## src/rtl/muldiv_ctrl.sv

```systemverilog
// HI/LO owner and multi-cycle MULT/MULTU/DIV/DIVU sequencer for the execute stage.
// Multiplies wait out a fixed latency; divides run a radix-2 restoring loop plus one sign-fix edge.
module muldiv_ctrl #(
    parameter int MUL_LATENCY = 4,
    parameter int DIV_ITERS   = 32
) (
    input  logic        clock,
    input  logic        reset_n,
    input  logic        start,
    input  logic [1:0]  op,
    input  logic [31:0] rs_data,
    input  logic [31:0] rt_data,
    input  logic        rd_req,
    input  logic        rd_sel,
    input  logic        wr_en,
    input  logic [31:0] wr_data,
    output logic        busy,
    output logic        done,
    output logic        stall,
    output logic [31:0] rd_data,
    output logic [31:0] hi,
    output logic [31:0] lo
);

    typedef enum logic [1:0] {S_IDLE, S_MUL, S_DIV, S_FIX} state_t;

    localparam logic [4:0] MUL_CNT0 = 5'(MUL_LATENCY - 1);
    localparam logic [4:0] DIV_CNT0 = 5'(DIV_ITERS - 1);

    function automatic logic [31:0] neg32(input logic [31:0] v);
        return ~v + 32'd1;
    endfunction

    state_t      r_state;
    logic [4:0]  r_cnt;
    logic [63:0] r_prod;
    logic [31:0] r_rem;
    logic [31:0] r_dvd;
    logic [31:0] r_dvsr;
    logic [31:0] r_q;
    logic [31:0] r_rs_raw;
    logic        r_neg_q;
    logic        r_neg_r;
    logic        r_dz;

    logic        w_rs_neg;
    logic        w_rt_neg;
    logic [31:0] w_abs_rs;
    logic [31:0] w_abs_rt;
    logic [63:0] w_ext_a;
    logic [63:0] w_ext_b;
    logic [63:0] w_prod;
    logic [32:0] w_rem_sh;
    logic        w_ge;
    logic [31:0] w_diff;

    // Sign flags only matter for the signed ops (op[0]=0).
    assign w_rs_neg = ~op[0] & rs_data[31];
    assign w_rt_neg = ~op[0] & rt_data[31];
    assign w_abs_rs = w_rs_neg ? neg32(rs_data) : rs_data;
    assign w_abs_rt = w_rt_neg ? neg32(rt_data) : rt_data;

    assign w_ext_a  = op[0] ? {32'b0, rs_data} : {{32{rs_data[31]}}, rs_data};
    assign w_ext_b  = op[0] ? {32'b0, rt_data} : {{32{rt_data[31]}}, rt_data};
    assign w_prod   = w_ext_a * w_ext_b;

    // When the trial subtraction succeeds the difference always fits in 32 bits.
    assign w_rem_sh = {r_rem, r_dvd[31]};
    assign w_ge     = (w_rem_sh >= {1'b0, r_dvsr});
    assign w_diff   = w_rem_sh[31:0] - r_dvsr;

    assign stall    = busy & (start | rd_req | wr_en);
    assign rd_data  = rd_sel ? hi : lo;

    always_ff @(posedge clock) begin
        if (!reset_n) begin
            r_state <= S_IDLE;
            r_cnt   <= 5'd0;
            busy    <= 1'b0;
            done    <= 1'b0;
            hi      <= 32'd0;
            lo      <= 32'd0;
        end else begin
            done <= 1'b0;
            case (r_state)
                S_IDLE: begin
                    if (start) begin
                        busy     <= 1'b1;
                        r_rs_raw <= rs_data;
                        r_dz     <= (rt_data == 32'd0);
                        if (!op[1]) begin
                            r_state <= S_MUL;
                            r_cnt   <= MUL_CNT0;
                            r_prod  <= w_prod;
                        end else begin
                            r_state <= S_DIV;
                            r_cnt   <= DIV_CNT0;
                            r_rem   <= 32'd0;
                            r_q     <= 32'd0;
                            r_dvd   <= w_abs_rs;
                            r_dvsr  <= w_abs_rt;
                            r_neg_q <= w_rs_neg ^ w_rt_neg;
                            r_neg_r <= w_rs_neg;
                        end
                    end else if (wr_en) begin
                        if (rd_sel) hi <= wr_data;
                        else        lo <= wr_data;
                    end
                end
                S_MUL: begin
                    r_cnt <= r_cnt - 5'd1;
                    if (r_cnt == 5'd0) begin
                        {hi, lo} <= r_prod;
                        busy     <= 1'b0;
                        done     <= 1'b1;
                        r_state  <= S_IDLE;
                    end
                end
                S_DIV: begin
                    r_rem <= w_ge ? w_diff : w_rem_sh[31:0];
                    r_q   <= {r_q[30:0], w_ge};
                    r_dvd <= {r_dvd[30:0], 1'b0};
                    r_cnt <= r_cnt - 5'd1;
                    if (r_cnt == 5'd0) r_state <= S_FIX;
                end
                S_FIX: begin
                    if (r_dz) begin
                        lo <= 32'hFFFF_FFFF;
                        hi <= r_rs_raw;
                    end else begin
                        lo <= r_neg_q ? neg32(r_q)   : r_q;
                        hi <= r_neg_r ? neg32(r_rem) : r_rem;
                    end
                    busy    <= 1'b0;
                    done    <= 1'b1;
                    r_state <= S_IDLE;
                end
                default: r_state <= S_IDLE;
            endcase
        end
    end

endmodule
```

## config.mk

```make
export PLATFORM = sky130hd
export DESIGN_NAME = muldiv_ctrl
export DESIGN_NICKNAME = d
export VERILOG_FILES = /design/src/rtl/muldiv_ctrl.sv
export SDC_FILE = /design/constraint.sdc
export NUM_CORES = 2
export LEC_CHECK = 0
export ABC_AREA = 1
export CORE_MARGIN = 2
export CORE_UTILIZATION = 40
export CTS_BUF_LIST = sky130_fd_sc_hd__clkbuf_4 sky130_fd_sc_hd__clkbuf_8
export DETAILED_ROUTE_END_ITERATION = 8
export PLACE_DENSITY_LB_ADDON = 0.3
export SLEW_MARGIN = 20
export SYNTH_ARGS = -nofsm -noshare
export SYNTH_HDL_FRONTEND = slang
export SYNTH_SLANG_ARGS = --single-unit
export TNS_END_PERCENT = 30
```

## constraint.sdc

```tcl
create_clock -name clock -period 14.8 [get_ports clock]
set_clock_uncertainty 0.05 [all_clocks]
set_input_delay 3.7 -clock clock [delete_from_list [all_inputs] [get_ports clock]]
set_output_delay 3.7 -clock clock [all_outputs]
set_load 0.1 [all_outputs]
```

==> metrics.txt <==
hold path cells=2; later-pin clock latency in the skew report=around 0.74 ns; DP Wirelength=203 mm; ys flop type=edfxtp_1; FF+latch area=8280 µm²; first-pass GRT wire length=around 370 mm; # clock sinks=300; largest net degree at the start of global routing=70; FF-to-FF End=r_dvd[4]; hold path endpoint=busy; Rel. slew slack=a little under a quarter; Cell Area, Synth=between 60000 and 70000 µm²; most frequent cells in the layout=inv_1, nand2_1, fa_1; worst slew pin tran=between 1 and 1.5 ns; FF-to-FF Start=r_state[0]; core box area=168000 µm²; overall global routing resource usage=around 29%; EDFF count, synth=227; area of the multi-input gates=roughly 49000 µm²; crit path launch type=input port; cts repair resizes=0; Worst R2R Path Depth=9; Vias/cell=around 5; # IOs=203; Max Root-Sink Buffers=3; Max Fclk=74.2 MHz; Routed Antenna Nets=0; total global routing overflow=0; worst endpoint required time=about 15 ns; commonest non-fill, non-tap cell in the layout=inv_1; leading post-synthesis cells by cell area=fa_1, inv_1, nand2_1, edfxtp_1, ha_1; number of fill cells=17000; fin nets=between 10000 and 15000; final hold vios=0; Final Instance Count excl. Fillers=10705; CP arrival=roughly 14 ns; setup_tns=0 ns; Yosys cell types=just over 60; Seq/Total Area, Yosys=between 10% and 20%; ys async rst share=0%; crit path time final=about 13 ns; vias in the first global route=between 50000 and 60000; dpl cells=around 11000; status=complete, no violations; Worst Path Max Fanout=13; MaxCap Viol Count=0; Hold-fix buffers, CTS=0; WS Path Type=in -> reg; R2R setup slack=around 11 ns; postcts setup bufs=0; initial antenna violation count=19; Slew Viols, Final=0; CTS tree=yes; Detailed Routing Iterations Pass 1=7; RePlAce Congestion=around 1.0; cell count after synthesis=8396; post-synth top area cell=fa_1; Routed WL per cell=between 20 and 25 µm; Die ar.=~170000 µm²; Syn Nets=roughly 10000; residual DRC count=0; FP Rows=150; layout cells sized above 1=around 4.5%; DIE HEIGHT=between 400 and 500 µm; DRT Wirelength=242 mm; Crit. End Element=flip-flop; Synth Register Bits=300; First DRT Iteration DRCs=~5000; Buffers on Ports=around 200; RSZ-0062 raised after global routing=no; Starting Density=40.4%; Clock transition at path regs=around 0.060 ns; final worst path period share=between 90 and 100%; CTS root buf=clkbuf_8; worst min path class=reg -> reg; Synth Warn #=0; mean area per synthesized cell=between 8 and 9 µm²; CTS Buf Count=60; Layout area overhead=8.23%; post-synth top area share=a little over two fifths; final setup vio count=0; Die X=415 µm; min-delay src=busy; via count=~54000; htree depth=2
## worst max-delay path, stage by stage
cell	delay (ns)
clkdlybuf4s50_1	1.11
nand2_1	0.17
nor2_1	0.21
inv_1	0.09
fa_1	0.50
fa_1	0.50
inv_1	0.08
fa_1	0.96
inv_1	0.28
fa_1	0.56
inv_1	0.06
fa_1	0.42
fa_1	0.46
fa_1	0.55
fa_1	0.46
fa_1	0.57
inv_1	0.08
fa_1	0.50
inv_1	0.05
ha_1	0.43
a21oi_1	0.24
inv_1	0.06
a31oi_1	0.20
o21ai_0	0.12
a21oi_1	0.42
nand3_1	0.38
a21oi_1	0.32
xnor2_1	0.34
## worst max-delay path by stage
stage / start / to / slack, ns
final: rt_data[8] / r_prod[55] / 1.32
after global routing: rt_data[8] / r_prod[55] / 0.86
after CTS: rt_data[8] / r_prod[55] / 1.39
after detailed placement: rt_data[8] / r_prod[55] / 0.67
after global placement: rt_data[8] / r_prod[55] / 0.62
after floorplan: rs_data[31] / r_prod[61] / 2.57
## per-stage QoR
step	cell area [µm²]	hold WS, ns	worst slack, ns	utilization, %
floorplan	67700	0.415	2.57	-
global placement	72000	0.407	0.622	42.9
detailed placement	72000	0.419	0.668	42.9
CTS	73200	0.425	1.39	43.7
global route	73200	0.450	0.859	43.7
finish	73200	0.422	1.32	43.7
## Yosys cell counts (3+ instances only)
| master | instances |
|---|---|
| inv_1 | 2509 |
| nand2_1 | 1844 |
| fa_1 | 1413 |
| nor2_1 | 429 |
| ha_1 | 360 |
| clkbuf_1 | 243 |
| a21oi_1 | 227 |
| edfxtp_1 | 227 |
| o21ai_0 | 224 |
| nand3_1 | 186 |
| xor2_1 | 99 |
| buf_1 | 89 |
| dfxtp_1 | 73 |
| nor3_1 | 57 |
| xnor2_1 | 46 |
| nand4_1 | 40 |
| a211oi_1 | 33 |
| a31oi_1 | 32 |
| o211ai_1 | 23 |
| buf_2 | 19 |
| or2_2 | 17 |
| a21o_1 | 16 |
| a41oi_1 | 16 |
| nand2_2 | 15 |
| nand3b_1 | 15 |
| o21bai_1 | 14 |
| a21oi_2 | 11 |
| inv_2 | 11 |
| nor4_1 | 11 |
| o21ai_1 | 10 |
| nor2_2 | 9 |
| o21a_1 | 9 |
| a21boi_0 | 8 |
| a221oi_1 | 7 |
| nor3_2 | 7 |
| o221ai_1 | 6 |
| o31ai_1 | 5 |
| clkinv_1 | 4 |
| o21ai_2 | 4 |
| a22oi_1 | 3 |
## cell families (layout without fill, tap and decap cells)
kind of cell	after synthesis	count (layout)	synth area share, %
AND/OR/NAND/NOR	2643	2643	15.7
other	0	7	0
buffers and inverters	2877	2975	16.0
XOR/XNOR	145	145	1.88
adder cells (fa/ha/maj)	1773	1773	48.5
flip-flops	300	300	12.2
AO/OA/AOI/OAI	658	658	5.68
## registers in the layout, summed over array words and instances, names as in the netlist, 2 cells and up
name      count
r_cnt         5
r_rs_raw     32
lo           32
r_dvd        32
r_prod       64
r_q          32
r_dvsr       32
hi           32
r_rem        32
r_state       2
## routing by layer
metal | track usage (%) | vias to the layer above | part of all wire (%)
li1 | - | 24356 | -
met1 | 36.8 | 27580 | 40
met2 | 48.8 | 2041 | 48
met3 | 3.48 | 425 | 6.8
met4 | 11.0 | 4 | 4.6
met5 | 0 | - | 0.012
## final cells by class
class	instances	area share (%)
Timing Repair Buffer	337	3.93
Tap cell	2204	3.77
Multi-Input combinational cell	5219	66.3
Sequential cell	300	11.3
Clock inverter	34	0.348
Inverter	2524	12.9
Clock buffer	80	1.36
Antenna cell	7	0.0239
Power is left out: the tool's default activity adds up to more than one toggle a clock period on the data nets, which glitch-free logic cannot reach.
==> patch, RTL diff (same settings) <==
The parameter `DIV_ITERS` goes from 32 to 16.
--- a/src/rtl/muldiv_ctrl.sv
+++ b/src/rtl/muldiv_ctrl.sv
@@ -3,5 +3,5 @@
 module muldiv_ctrl #(
     parameter int MUL_LATENCY = 4,
-    parameter int DIV_ITERS   = 32
+    parameter int DIV_ITERS   = 16
 ) (
     input  logic        clock,
Check against the original RTL: not settled (the Yosys comparison gave no result); the edit may change what the design does.
==> patch against the unedited design <==
Wire length fell by 0.69%. Non-clock buffer count fell by 5. Synthesized area barely moved. Utilization fell by 0.32 points. Setup slack improved by 0.69 ns. Sequential cell count did not move. Cell area barely moved. Sequential share of layout area barely moved. Critical endpoint is now r_prod[36].
Power is left out: the tool's default activity adds up to more than one toggle a clock period on the data nets, which glitch-free logic cannot reach.
==> patch: results (changes against the unedited design) <==
number of flip-flops in the largest register = 64 (unchanged)
min-delay worst type = flop to flop
DRT Pass-1 Iters = 8 (+1)
DR vias = 54300 (-0.13%)
Final #Nets = 10300 (-0.19%)
drt first-iter violations = 4751 (-3.4%)
GRT Total Usage = 28.2% (-0.28 points)
WL per Instance = 22.5 µm (-0.56%)
reg2reg end = r_dvd[0]
status = completed
clock root cell = clkbuf_8
CTS buffer count = 57 (-5.0%)
Reg clk slew, reported paths = 0.06 ns (about the same)
R2R Setup Slk = 11.10 ns (+0.15 ns)
post-DP HPWL = 202000 µm (-0.35%)
Worst Max-Slew Pin Slew = 1.10 ns (-0.0555 ns)
Synthesis Warnings = 0 (unchanged)
top cells by count, synth = inv_1, nand2_1, fa_1
Top reg by flops = r_prod
Hold Path End = r_cnt[4]
most common flop cell mapped by yosys = edfxtp_1
Crit Path Max Fanout = 10 (-3)
Hold Crit Start = r_cnt[4]
CP arrival = 13.18 ns (-0.68 ns)
CTS H-tree depth = 2 (unchanged)
CP peak stage delay = 1.16 ns (+0.05 ns)
first-pass GRT wire length = 363000 µm (-1.3%)
Max stage delay cell, worst path = clkdlybuf4s50_1
Fillers = 17100 (+0.62%)
largest cells by area after synthesis = fa_1, inv_1, edfxtp_1
post-synthesis sequential area ratio = 12.2% (about the same)
synth unique cells = 67 (+9.8%)
largest net degree at the start of global routing = 70 (unchanged)
vias in the first global route = 57100 (-2.5%)
R2R depth = 8 (-1)
Resized Gates After CTS = 0 (unchanged)
CTS Hold Bufs = 0 (unchanged)
hold_ws = 0.429 ns (+0.00753 ns)
IO Port Bufs = 202 (unchanged)
Post-CTS Setup Inserts = 0 (unchanged)
latest clock arrival within the worst-skew pair = 0.69 ns (-0.05 ns)
clk buf depth = 3 (unchanged)
initial antenna violation count = 19 (unchanged)
Worst setup startpoint = rt_data[23]
global placement routability congestion = 1.00 (+0.44%)
Crit path max-delay family = adder cells
number of synthesized flops with an enable pin = 227 (unchanged)
Crit Reg-Reg Startpoint = r_state[0]
area leader, netlist = fa_1
share of layout cells above drive strength 1 = 4.11% (-0.34 points)
ys async rst share = 0% (unchanged)
worst hold path depth = 2 (unchanged)
==> patch: how the worst max path moves through the flow <==
stage / to / slack, ns / depth (start not counted)
2_1_floorplan: r_prod[63] / 2.41 / 34
3_3_place_gp: r_prod[36] / 1.35 / 31
3_5_place_dp: r_prod[63] / 1.37 / 31
4_1_cts: r_prod[63] / 2.07 / 31
5_1_grt: r_prod[63] / 1.51 / 32
6_report: r_prod[36] / 2.01 / 31
==> patch: logic make-up after synthesis <==
family / count (synthesis) / synth area share, %
flops: 300 / 12.2
xor+xnor: 153 / 1.98
buf+inv: 2874 / 16.1
fa+ha+maj: 1773 / 48.4
compound gates: 676 / 5.77
simple gates: 2606 / 15.5
==> patch: per-stage QoR <==
stage          std cells  setup WS [ns]  util (%)  area (µm²)
6_report           10700           2.01      43.4       73200
5_1_grt            10700           1.51      43.4       73200
4_1_cts            10700           2.07      43.4       73200
3_5_place_dp       10600           1.37      42.6       71900
3_3_place_gp       10600           1.35      42.6       71900
2_1_floorplan       8382           2.41         -       67700
==> patch: final cells by class <==
class | instances | share of cell area [%]
sequential | 300 | 11.3
timing repair buffer | 332 | 3.89
clock buffer | 76 | 1.34
antenna | 11 | 0.0376
inverter | 2523 | 13.0
tap | 2218 | 3.79
clock inverter | 23 | 0.332
multi-input combinational | 5208 | 66.3
==> patch: metal layers <==
layer | global-route usage, % | vias to the layer above | part of all wire [%]
li1 | - | 24300 | -
met1 | 36.0 | 27400 | 40
met2 | 47.9 | 2122 | 48
met3 | 3.36 | 491 | 6.7
met4 | 13.3 | 0 | 5.6
met5 | 0 | - | 0
==> patch: tightest hold or removal path, stage by stage (launching register included) <==
cell	delay, ns
dfxtp_1	0.32
nand2_1	0.06
a21oi_1	0.05
